**src/rtl/stack_seq_pkg.sv**
```systemverilog
// Shared definitions for the operand-stack sequencer: opcodes, FSM states,
// per-op operand/depth constants and the ALU step.
package stack_seq_pkg;

  typedef enum logic [2:0] {
    OP_PUSHI = 3'd0,
    OP_POP   = 3'd1,
    OP_DUP   = 3'd2,
    OP_ADD   = 3'd3,
    OP_SUB   = 3'd4,
    OP_AND   = 3'd5,
    OP_NOT   = 3'd6,
    OP_SWAP  = 3'd7
  } op_e;

  typedef enum logic [2:0] {
    S_IDLE,
    S_POP1,
    S_POP2,
    S_TOS1,
    S_WAIT,
    S_PUSH1,
    S_PUSH2,
    S_DONE
  } state_e;

  localparam int ALU_W = 64;

  function automatic logic [1:0] op_needs(op_e op);
    case (op)
      OP_PUSHI:               return 2'd0;
      OP_POP, OP_DUP, OP_NOT: return 2'd1;
      default:                return 2'd2;
    endcase
  endfunction

  function automatic logic signed [1:0] op_delta(op_e op);
    case (op)
      OP_PUSHI, OP_DUP: return 2'sb01;
      OP_NOT, OP_SWAP:  return 2'sb00;
      default:          return 2'sb11;
    endcase
  endfunction

  // Works on a wide word; callers truncate to their own data width,
  // which keeps the wrap-around arithmetic modulo 2^WIDTH.
  function automatic logic [ALU_W-1:0] alu(op_e op, logic [ALU_W-1:0] b,
                                           logic [ALU_W-1:0] a);
    case (op)
      OP_ADD:  return b + a;
      OP_SUB:  return b - a;
      OP_AND:  return b & a;
      OP_NOT:  return ~b;
      default: return b;
    endcase
  endfunction

endpackage

```
**src/rtl/stack_op_sequencer_if.sv**
```systemverilog
// Request/response and stack-port bundle between a client and the sequencer.
interface stack_op_sequencer_if #(
  parameter int WIDTH = 16,
  parameter int DEPTH = 8
);
  localparam int DW = $clog2(DEPTH + 1);

  logic             start;
  logic [2:0]       op;
  logic [WIDTH-1:0] imm;
  logic             busy;
  logic             done;
  logic             err;
  logic [WIDTH-1:0] res;
  logic [DW-1:0]    depth;
  logic             stk_push;
  logic             stk_pop;
  logic             stk_tos;
  logic [WIDTH-1:0] stk_din;
  logic [WIDTH-1:0] stk_dout;

  modport master (
    output start, op, imm, stk_dout,
    input  busy, done, err, res, depth, stk_push, stk_pop, stk_tos, stk_din
  );

  modport slave (
    input  start, op, imm, stk_dout,
    output busy, done, err, res, depth, stk_push, stk_pop, stk_tos, stk_din
  );
endinterface

```
**src/rtl/stack_op_sequencer.sv**
```systemverilog
// Sequences one stack-machine operation per start into pop/tos/push strobes,
// tracking occupancy so underflow/overflow never reach the stack.
module stack_op_sequencer
  import stack_seq_pkg::*;
#(
  parameter int WIDTH = 16,
  parameter int DEPTH = 8
) (
  input logic clk,
  input logic rst,
  stack_op_sequencer_if.slave bus
);
  localparam int DW = $clog2(DEPTH + 1);

  state_e           state;
  state_e           next;
  op_e              op_q;
  op_e              op_in;
  logic [WIDTH-1:0] imm_q;
  logic [WIDTH-1:0] a_q;
  logic [WIDTH-1:0] b_q;
  logic [WIDTH-1:0] res_q;
  logic [WIDTH-1:0] din;
  logic [DW-1:0]    depth_q;
  logic             err_q;
  logic             precheck_fail;

  assign op_in = op_e'(bus.op);

  always_comb begin
    precheck_fail = (depth_q < DW'(op_needs(op_in))) ||
                    ((op_delta(op_in) == 2'sb01) && (depth_q == DW'(DEPTH)));
  end

  always_ff @(posedge clk) begin
    if (!rst) state <= S_IDLE;
    else      state <= next;
  end

  always_comb begin
    next = state;
    case (state)
      S_IDLE: begin
        if (bus.start) begin
          if (precheck_fail) next = S_DONE;
          else begin
            case (op_in)
              OP_PUSHI: next = S_PUSH1;
              OP_DUP:   next = S_TOS1;
              default:  next = S_POP1;
            endcase
          end
        end
      end
      S_POP1: begin
        case (op_q)
          OP_POP:  next = S_WAIT;
          OP_NOT:  next = S_PUSH1;
          default: next = S_POP2;
        endcase
      end
      S_POP2:  next = S_PUSH1;
      S_TOS1:  next = S_PUSH1;
      S_WAIT:  next = S_DONE;
      S_PUSH1: next = (op_q == OP_SWAP) ? S_PUSH2 : S_DONE;
      S_PUSH2: next = S_DONE;
      S_DONE:  next = S_IDLE;
      default: next = S_IDLE;
    endcase
  end

  // The second operand only appears on stk_dout during PUSH1, so push data
  // that depends on it is taken straight from the stack output in that cycle.
  always_comb begin
    din = '0;
    if (state == S_PUSH1) begin
      case (op_q)
        OP_PUSHI: din = imm_q;
        OP_DUP:   din = bus.stk_dout;
        OP_SWAP:  din = a_q;
        default:  din = WIDTH'(alu(op_q, ALU_W'(bus.stk_dout), ALU_W'(a_q)));
      endcase
    end else if (state == S_PUSH2) begin
      din = b_q;
    end
  end

  always_ff @(posedge clk) begin
    if (!rst) begin
      op_q    <= OP_PUSHI;
      imm_q   <= '0;
      a_q     <= '0;
      b_q     <= '0;
      res_q   <= '0;
      depth_q <= '0;
      err_q   <= 1'b0;
    end else begin
      if (state == S_IDLE && bus.start) begin
        op_q  <= op_in;
        imm_q <= bus.imm;
        err_q <= precheck_fail;
      end
      if (state == S_POP2) a_q <= bus.stk_dout;
      if (state == S_PUSH1 && op_q == OP_SWAP) b_q <= bus.stk_dout;
      if (state == S_WAIT) res_q <= bus.stk_dout;
      if ((state == S_PUSH1 && op_q != OP_SWAP) || state == S_PUSH2) res_q <= din;
      if (bus.stk_push)     depth_q <= depth_q + DW'(1);
      else if (bus.stk_pop) depth_q <= depth_q - DW'(1);
    end
  end

  assign bus.busy     = (state != S_IDLE);
  assign bus.done     = (state == S_DONE);
  assign bus.err      = (state == S_DONE) && err_q;
  assign bus.res      = res_q;
  assign bus.depth    = depth_q;
  assign bus.stk_push = (state == S_PUSH1) || (state == S_PUSH2);
  assign bus.stk_pop  = (state == S_POP1) || (state == S_POP2);
  assign bus.stk_tos  = (state == S_TOS1);
  assign bus.stk_din  = din;

endmodule

```
**src/flat_wrapper.sv**
```systemverilog
// flat-port wrapper written by rule: the top's interface ports become plain ports
module stack_op_sequencer_flat import stack_seq_pkg::*;
#(
  parameter int WIDTH = 16,
  parameter int DEPTH = 8
)
  (clk, rst, bus_start, bus_op, bus_imm, bus_stk_dout, bus_busy, bus_done, bus_err, bus_res, bus_depth, bus_stk_push, bus_stk_pop, bus_stk_tos, bus_stk_din);
  stack_op_sequencer_if #(.WIDTH(WIDTH), .DEPTH(DEPTH)) bus_i ();
  input logic clk;
  input logic rst;
  input wire logic [$bits(bus_i.start)-1:0] bus_start;
  input wire logic [$bits(bus_i.op)-1:0] bus_op;
  input wire logic [$bits(bus_i.imm)-1:0] bus_imm;
  input wire logic [$bits(bus_i.stk_dout)-1:0] bus_stk_dout;
  output wire logic [$bits(bus_i.busy)-1:0] bus_busy;
  output wire logic [$bits(bus_i.done)-1:0] bus_done;
  output wire logic [$bits(bus_i.err)-1:0] bus_err;
  output wire logic [$bits(bus_i.res)-1:0] bus_res;
  output wire logic [$bits(bus_i.depth)-1:0] bus_depth;
  output wire logic [$bits(bus_i.stk_push)-1:0] bus_stk_push;
  output wire logic [$bits(bus_i.stk_pop)-1:0] bus_stk_pop;
  output wire logic [$bits(bus_i.stk_tos)-1:0] bus_stk_tos;
  output wire logic [$bits(bus_i.stk_din)-1:0] bus_stk_din;
  assign bus_i.start = bus_start;
  assign bus_i.op = bus_op;
  assign bus_i.imm = bus_imm;
  assign bus_i.stk_dout = bus_stk_dout;
  assign bus_busy = bus_i.busy;
  assign bus_done = bus_i.done;
  assign bus_err = bus_i.err;
  assign bus_res = bus_i.res;
  assign bus_depth = bus_i.depth;
  assign bus_stk_push = bus_i.stk_push;
  assign bus_stk_pop = bus_i.stk_pop;
  assign bus_stk_tos = bus_i.stk_tos;
  assign bus_stk_din = bus_i.stk_din;
  stack_op_sequencer #(.WIDTH(WIDTH), .DEPTH(DEPTH)) u_core (.clk(clk), .rst(rst), .bus(bus_i));
endmodule
```
**config.mk**
```make
export PLATFORM = sky130hd
export DESIGN_NAME = stack_op_sequencer_flat
export DESIGN_NICKNAME = d
export VERILOG_FILES = /design/src/rtl/stack_seq_pkg.sv /design/src/rtl/stack_op_sequencer_if.sv /design/src/rtl/stack_op_sequencer.sv /design/src/flat_wrapper.sv
export SDC_FILE = /design/constraint.sdc
export NUM_CORES = 1
export LEC_CHECK = 0
export CORE_UTILIZATION = 45
export CTS_CLUSTER_SIZE = 10
export DETAILED_ROUTE_END_ITERATION = 8
export MAX_ROUTING_LAYER = met4
export PLACE_DENSITY_LB_ADDON = 0.2
export SETUP_SLACK_MARGIN = 0.2
export SYNTH_ARGS = -nofsm -noshare
export SYNTH_HDL_FRONTEND = slang
export SYNTH_SLANG_ARGS = --single-unit
export TNS_END_PERCENT = 5
```
**constraint.sdc**
```tcl
create_clock -name clk -period 6.21 [get_ports clk]
set_clock_uncertainty 0.15 [all_clocks]
set_input_delay 1.5525 -clock clk [delete_from_list [all_inputs] [get_ports clk]]
set_output_delay 1.5525 -clock clk [all_outputs]
set_load 0.02 [all_outputs]
```
==> results.md <==
* Synth area leader: dfxtp_1
* Unrepaired setup endpoints after global routing: no
* Area contributors post-synth: dfxtp_1 28%, nand2_1 10%, a21oi_1 8.7%
* Mean post-synth cell area at 7.21 µm²
* N_diodes at 0
* First-pass GRT wire length at approximately 29 mm
* Clk sinks at 75
* Syn Std Cell Area at 5330 µm²
* CTS Buf Count at 9
* Initial antenna violation count at 0
* Std-Cell Core Area at 11500 µm²
* Commonest non-fill, non-tap cell in the layout: nand2_1
* Row count at 39
* GRT Overall Usage at 0.306
* Area delta synth->final at 25.6%
* Post-Synthesis Cells at 739
* Setup Viol. Count Final at 0
* Power, Total at about 3.3 mW
* Seq/Total Area, Yosys at 0.282
* Fin crit share at 0.944
* Max IR drop VDD at approximately 0.00036 V
* Clk slew on worst S/H paths at 0.05 ns
* Status: completed
* Rel. slew slack at 0.0927
* Number of synthesized register bits at 75
* Crit path DAT at between 4 and 5 ns
* Vias at 5715
* FF-to-FF setup slack at 2.55 ns
* Largest net degree at the start of global routing at 46
* Netlist cell types at a little under 70
* Min Hold Slack at 0.297 ns
* Hold Crit Class: reg2reg
* Detailed Place HPWL at 13.0 mm
* Clock Tree Buf Depth at 2
* Area occupied by registers at approximately 1500 µm²
* Depth of the worst hold-timing path at 2
* Synth top area share at 0.282
* Crit path required time at 4.51 ns
* First-pass DRT Iterations at 5
* CP Launch Type: primary input
* Worst Reg-to-Reg Cells at 12
* CTS tree: yes
* Fin nets at around 880
* Final non-filler cell total at 963
* Min cycle time layout at 5.86 ns
* Top FF cell, synth: dfxtp_1
* GPL Wtd Cong at 0.905
* Die height at between 100 and 150 µm
* Routed Antenna Nets at 0
* Final Max Slew Viols at 0
* Insertion delay to the later sink of the worst-skew pair at 0.35 ns
* Leakage power at 2.68 nW
* Power Dens Cells at roughly 500 nW/µm²
* Initial core utilization at 0.465
* YS warnings at 0
* Final hold vios at 0
* # Max-Cap Violations at 0
* Type of the worst setup path: in2out
* Most frequent cells in the layout: 148 x nand2_1, 93 x a21oi_1, 74 x dfxtp_1, 67 x clkdlybuf4s50_1, 55 x nor2_1
* Num ports at 80
* Overflow after GRT at 0
* Root buf cell: clkbuf_16
* Slew @ Worst Pin at 1.36 ns
* Post-synth EDFFs at 0
* Fill cells at 1082
* Total wire length at around 18 mm
* Reg2Reg Launch Point: u_core.a_q[2]
* Area of the multi-input gates at about 3600 µm²
* FFs w/ async S/R, synth at 0
* Die X at 111 µm
* Critical path capture point type: primary output
* Hold buffers post-CTS at 0
* Max Fclk at between 150 and 200 MHz
* Number of global-route vias before repair at 5342
* Die area at 12300 µm²
* Hold endpoint: u_core.bus.res[1]
* Initial DRC Count at around 500
* Mapped Nets at 799
* R2R Path End: u_core.bus.res[14]
* Vias/cell at 5.93
* Post-detailed-route wirelength per cell at 18.6 µm
* Dpl cells at 948
* Share of layout cells above drive strength 1 at 0.0890
* DRC viols at 0
* CP max FO at 2
* H-tree levels at 3
* Hold path start: u_core.bus.res[1]
* Number of port buffers at 79
-- final cells by class --
type | instances | area share
inverter | 20 | 0.0112
timing repair buffer | 117 | 0.164
clock inverter | 4 | 0.00411
multi-input combinational | 593 | 0.534
tap | 143 | 0.0267
sequential | 75 | 0.225
clock buffer | 11 | 0.0363
-- timing repair --
| item | 4_1_cts | 5_1_grt |
|---|---|---|
| pin swaps | 1 | 1 |
| setup buffers | 0 | 0 |
| setup endpoints to repair | 10 | 14 |
| gates resized for setup | 3 | 17 |
-- flip-flops by register name (all words and copies together), names as in the netlist --
register and cells:
u_core.a_q 16, u_core.b_q 16, u_core.bus.res 16, u_core.imm_q 16, u_core.bus.depth 4, u_core.op_q 3, u_core.state 3, u_core.err_q 1
-- through the flow --
| step | area (µm²) | setup slack (ns) | utilization | TNS, ns |
|---|---|---|---|---|
| 6_report | 6690 | 0.345 | 0.584 | 0 |
| 5_1_grt | 6690 | 0.234 | 0.584 | 0 |
| 4_1_cts | 6660 | 0.0364 | 0.581 | 0 |
| 3_5_place_dp | 6380 | -0.153 | 0.557 | -0.190 |
| 3_3_place_gp | 6380 | -0.0495 | 0.557 | -0.0495 |
| 2_1_floorplan | 5330 | 1.20 | - | 0 |
-- cells by family after synthesis --
family,Yosys count,synth area share
buf+inv,71,0.0519
xor+xnor,36,0.0592
flops,75,0.282
mux,15,0.0310
fa+ha+maj,22,0.0545
simple gates,288,0.243
compound gates,232,0.278
-- power breakdown --
group	leakage [nW]	internal, mW	switching [mW]	total [mW]
clock	0.124	0.278	0.214	0.493
sequential	0.612	0.576	0.122	0.698
combinational	1.94	0.913	1.23	2.15
-- worst max-delay path: stages --
cell             delay, ns
clkdlybuf4s50_1       0.48
inv_1                 0.06
ha_1                  0.23
fa_2                  0.39
nor2b_4               0.13
o2111a_1              0.22
o21ai_1               0.13
a21oi_1               0.21
nor2_1                0.07
a311o_1               0.35
dlygate4sd2_1         0.33
-- cell usage after synthesis (4+ instances only) --
| cell | instances |
|---|---|
| nand2b_1 | 7 |
| nand3_1 | 21 |
| o211ai_1 | 4 |
| o21ai_0 | 36 |
| clkbuf_1 | 40 |
| xnor2_1 | 24 |
| ha_1 | 20 |
| nand2_1 | 148 |
| nor4_1 | 6 |
| nor3_1 | 15 |
| a21oi_1 | 93 |
| mux2i_1 | 12 |
| o31ai_1 | 5 |
| a32o_1 | 4 |
| nor2b_1 | 6 |
| a21o_1 | 7 |
| xor2_1 | 12 |
| buf_2 | 8 |
| a211oi_1 | 8 |
| or3_1 | 4 |
| nand3b_1 | 5 |
| and2_1 | 4 |
| a22oi_1 | 5 |
| o211a_1 | 5 |
| a31oi_1 | 4 |
| inv_1 | 17 |
| nor2_1 | 55 |
| o21a_1 | 7 |
| o22ai_1 | 13 |
| dfxtp_1 | 75 |
-- layer usage --
| metal | routed length, µm | track usage | share of wire |
|---|---|---|---|
| met5 | 0 | - | 0 |
| met4 | 337 | 0.0916 | 0.019 |
| met3 | 1450 | 0.0525 | 0.081 |
| met2 | 7750 | 0.448 | 0.43 |
| met1 | 8350 | 0.430 | 0.47 |
-- worst max-delay path by stage --
stage                          from               to  slack (ns)  cells past startpoint
floorplan           bus_stk_dout[3]   bus_stk_din[7]        1.20                      6
global placement    bus_stk_dout[0]  bus_stk_din[14]       -0.05                     12
detailed placement  bus_stk_dout[0]  bus_stk_din[14]       -0.15                     12
CTS                 bus_stk_dout[0]   bus_stk_din[8]        0.04                     11
global route        bus_stk_dout[0]  bus_stk_din[12]        0.23                     11
finish              bus_stk_dout[0]  bus_stk_din[12]        0.35                     11
Note: power is estimated with default switching activity, not from simulation.
